### config.mk
export PLATFORM = sky130hd
export DESIGN_NAME = serial_adder_n
export DESIGN_NICKNAME = d
export VERILOG_FILES = /design/src/rtl/serial_adder_n.sv
export SDC_FILE = /design/constraint.sdc
export NUM_CORES = 1
export LEC_CHECK = 0
export CAP_MARGIN = 10
export CORE_UTILIZATION = 35
export CTS_BUF_LIST = sky130_fd_sc_hd__clkbuf_8
export CTS_CLUSTER_DIAMETER = 40
export DETAILED_ROUTE_END_ITERATION = 6
export GPL_TIMING_DRIVEN = 0
export PLACE_DENSITY = 0.63
export SLEW_MARGIN = 20
export SYNTH_ARGS = -nofsm -noshare
export SYNTH_HDL_FRONTEND = slang
export SYNTH_SLANG_ARGS = --single-unit
### constraint.sdc
create_clock -name clk -period 3.7 [get_ports clk]
set_input_delay 0.74 -clock clk [delete_from_list [all_inputs] [get_ports clk]]
set_output_delay 0.74 -clock clk [all_outputs]
set_load 0.03 [all_outputs]
### src/rtl/serial_adder_n.sv
// Bit-serial adder/subtractor: one full-adder cell walks the operands LSB first,
// producing a WIDTH-bit result, carry/no-borrow and signed overflow after WIDTH cycles.
module serial_adder_n #(
    parameter int WIDTH = 8
) (
    input  logic             clk,
    input  logic             rst_n,
    input  logic             start,
    input  logic             sub,
    input  logic [WIDTH-1:0] a,
    input  logic [WIDTH-1:0] b,
    output logic [WIDTH-1:0] sum,
    output logic             carry,
    output logic             overflow,
    output logic             busy,
    output logic             done
);

    localparam int CW = (WIDTH > 1) ? $clog2(WIDTH) : 1;

    typedef enum logic [1:0] {
        IDLE = 2'd0,
        RUN  = 2'd1,
        DONE = 2'd2
    } state_t;

    state_t state, state_next;

    logic [CW-1:0]    cnt;
    logic [WIDTH-1:0] a_sh;
    logic [WIDTH-1:0] b_sh;
    logic             sub_q;
    logic             c_int;

    logic last_bit;
    logic b_bit;
    logic s_bit;
    logic c_out;

    assign last_bit = (cnt == CW'(WIDTH - 1));
    assign b_bit    = b_sh[0] ^ sub_q;
    assign s_bit    = a_sh[0] ^ b_bit ^ c_int;
    assign c_out    = (a_sh[0] & b_bit) | (c_int & (a_sh[0] ^ b_bit));

    always_ff @(posedge clk or negedge rst_n) begin
        if (!rst_n) begin
            state <= IDLE;
        end else begin
            state <= state_next;
        end
    end

    always_comb begin
        state_next = state;
        case (state)
            IDLE:    if (start) state_next = RUN;
            RUN:     if (last_bit) state_next = DONE;
            DONE:    state_next = IDLE;
            default: state_next = IDLE;
        endcase
    end

    always_comb begin
        busy = (state != IDLE);
        done = (state == DONE);
    end

    // a_sh doubles as the result shift register: each sum bit enters at the
    // MSB as the consumed operand bit leaves at the LSB.
    always_ff @(posedge clk or negedge rst_n) begin
        if (!rst_n) begin
            cnt      <= '0;
            a_sh     <= '0;
            b_sh     <= '0;
            sub_q    <= 1'b0;
            c_int    <= 1'b0;
            sum      <= '0;
            carry    <= 1'b0;
            overflow <= 1'b0;
        end else begin
            case (state)
                IDLE: begin
                    if (start) begin
                        a_sh  <= a;
                        b_sh  <= b;
                        sub_q <= sub;
                        cnt   <= '0;
                        c_int <= sub;
                    end
                end
                RUN: begin
                    a_sh  <= {s_bit, a_sh[WIDTH-1:1]};
                    b_sh  <= b_sh >> 1;
                    c_int <= c_out;
                    cnt   <= cnt + 1'b1;
                    if (last_bit) begin
                        sum      <= {s_bit, a_sh[WIDTH-1:1]};
                        carry    <= c_out;
                        overflow <= c_int ^ c_out;
                    end
                end
                default: ;
            endcase
        end
    end

endmodule

==> results.toml <==
[status]
outcome = "finished, final reports clean"

[layout]
diodes = 0
final_cells = 221
final_common_cell = "dfrtp_1"
fillers = 378
fin_nets = 194
final_cell_mix = "dfrtp_1 (33), clkdlybuf4s50_1 (29), o22ai_1 (23)"
areaGrowthSynthToFinish_pct = 31.2
drive_gt1_share_pct = 17.5

[route]
routed_wl_mm = 3.46
drc_errors = 0
dr.pass1.iters = 4
avgRoutedWirePerCell_um = 15.6
ant_nets = 0
drtIter0Drc = 53
num_vias = 1180
via_per_inst = 5.34

[placement]
io_buffers = 30
place_inst = 214
place.gp.congestion = 0.871
dp_hpwl_mm = 2.43

[timing]
max_slew.worst_pin.slew_ps = 311
slew_headroom_pct = 79.2
rsz0062_at_grt = "no"
fin_crit_ps = 2720
finClkSkew_ps = 1.46
tns_ps = 0
finalCritPeriodShare_pct = 73.6
max_freq_mhz = 367
finalHoldViolCount = 0
holdWs_ps = 335
setup_violations = 0
slew_viol_final = 0

[clocking]
cts-root-buf = "clkbuf_8"
cts_setup_buffers = 0
cts_sinks = 33
ctsHtreeMaxLevel = 2
clk_latency_ps = 280
clk_pin_slew_ps = 60
cts_buffer_depth = 2
cts_tree = "built"
cts_hold_buf = 0
cts_resized = 0
numCtsBuffers = 5

[global_routing]
grt_util_all_layers_pct = 17.9
antenna_found_initial = 0
grt_max_degree = 24
gr-total-overflow = 0
grt_pass1_vias = 1173
grt_pass1_wl_mm = 5.82

[setup_path]
worstReg2RegStart = "cnt[0]"
required_ps = 2960
startpoint = "state[1]"
arrival_ps = 1980
rr_endpoint = "sum[6]"
cp_max_fo = 10
cp-endpoint = "done"
worstSetupStartpointType = "flop"
critical_path_class = "flop to output pin"
reg2reg_depth = 5
worst_setup_path_end_kind = "output pin"
r2r_slack_ps = 2110

[job]
maxCapViolCount = 0

[floorplanning]
die_h_um = 67.8
core_area_um2 = 4090
initial_core_util_pct = 37.0
dieArea_um2 = 4590
die_w_um = 67.8
placementRows = 23
num_io_pins = 32

[synth]
synth_area_um2 = 1510
synth_cells = 133
yosys_warnings = 0
ys_seq_area_share_pct = 54.5
syn_nets = 156
syn_avg_cell_area_um2 = 11.4
ys_types = 30
synth_seq_cells = 33

[pwr]
finalPower_mw = 1.71
leakage_nw = 0.853
p_per_area_nw_per_um2 = 861
max-vdd-ir-drop_uv = 253

[hold_path]
hp-class = "input port to async pin"
==> area by class of cell <==
| cell class | count | area [um2] | area share [%] |
|---|---|---|---|
| clock buffers | 6 | 82.6 | 4.16 |
| repair buffers | 31 | 323 | 16.3 |
| well taps | 50 | 62.6 | 3.15 |
| clock inverters | 1 | 3.75 | 0.189 |
| flip-flops and latches | 33 | 826 | 41.6 |
| plain buffers | 9 | 58.8 | 2.96 |
| inverters | 7 | 26.3 | 1.32 |
| multi-input cells | 84 | 603 | 30.4 |
==> kinds of logic after synthesis <==
| group | share of synthesized area (%) |
|---|---|
| compound gates | 21.1 |
| flops | 54.5 |
| xor+xnor | 1.16 |
| simple gates | 7.93 |
| fa+ha+maj | 2.97 |
| mux | 6.69 |
| buf+inv | 5.62 |
==> Yosys cell counts (all sizes together) <==
cell / count / share of area [%]
a2bb2oi: 2 / 1.2
dfrtp: 33 / 55
inv: 7 / 1.7
o21ai: 6 / 2.0
nor2: 5 / 1.2
mux2: 8 / 6.7
a21oi: 11 / 3.6
a221oi: 1 / 0.58
or2: 1 / 0.41
o221a: 2 / 1.5
xnor2: 1 / 0.58
nand2: 4 / 0.99
nand2b: 4 / 2.1
o31ai: 1 / 0.50
nor2b: 1 / 0.41
nor3: 3 / 0.99
fa: 1 / 1.3
a21boi: 1 / 0.50
nand3b: 3 / 1.7
o32ai: 1 / 0.58
buf: 9 / 3.9
ha: 2 / 1.7
o22ai: 23 / 9.5
a22o: 2 / 1.2
xor2: 1 / 0.58
==> through the flow <==
step	util [%]	instance area [um2]	setup slack, ps
after floorplan	-	1510	1850
after global placement	45.9	1880	1220
after detailed placement	46.5	1900	1320
after CTS	48.6	1990	979
after global routing	48.6	1990	882
final	48.6	1990	978
==> worst min path at each step <==
stage,from,endpoint,slack (ps)
after floorplan,rst_n,a_sh[0],440
after global placement,overflow,overflow,460
after detailed placement,overflow,overflow,470
after CTS,rst_n,b_sh[0],330
after global routing,rst_n,b_sh[3],340
final,rst_n,b_sh[0],340
==> power by group <==
group / internal, mW / switching (mW) / leakage, nW
clock network: 0.145 / 0.127 / 0.0485
logic: 0.378 / 0.401 / 0.425
registers: 0.533 / 0.125 / 0.379
==> metal layers <==
metal  track usage [%]  vias to the layer above  wire length, um
met4              9.90                        0               62
met3              5.91                        7              161
met2              24.6                       35             1580
met5                 0                        -                0
met1              24.5                      568             1650
li1                  -                      570                -
==> worst max-delay path, stage by stage, from the launching register on <==
cell,delay [ps]
dfrtp_1,400
buf_4,180
inv_1,180
buf_2,280
nor2_1,70
clkdlybuf4s50_1,590
==> flip-flops by register name, indices dropped and copies added (netlist names) <==
name and count:
carry 1, cnt 3, state 2, overflow 1, sum 8, a_sh 8
b_sh 8, c_int 1, sub_q 1
Power figures use the tool's default switching activity.
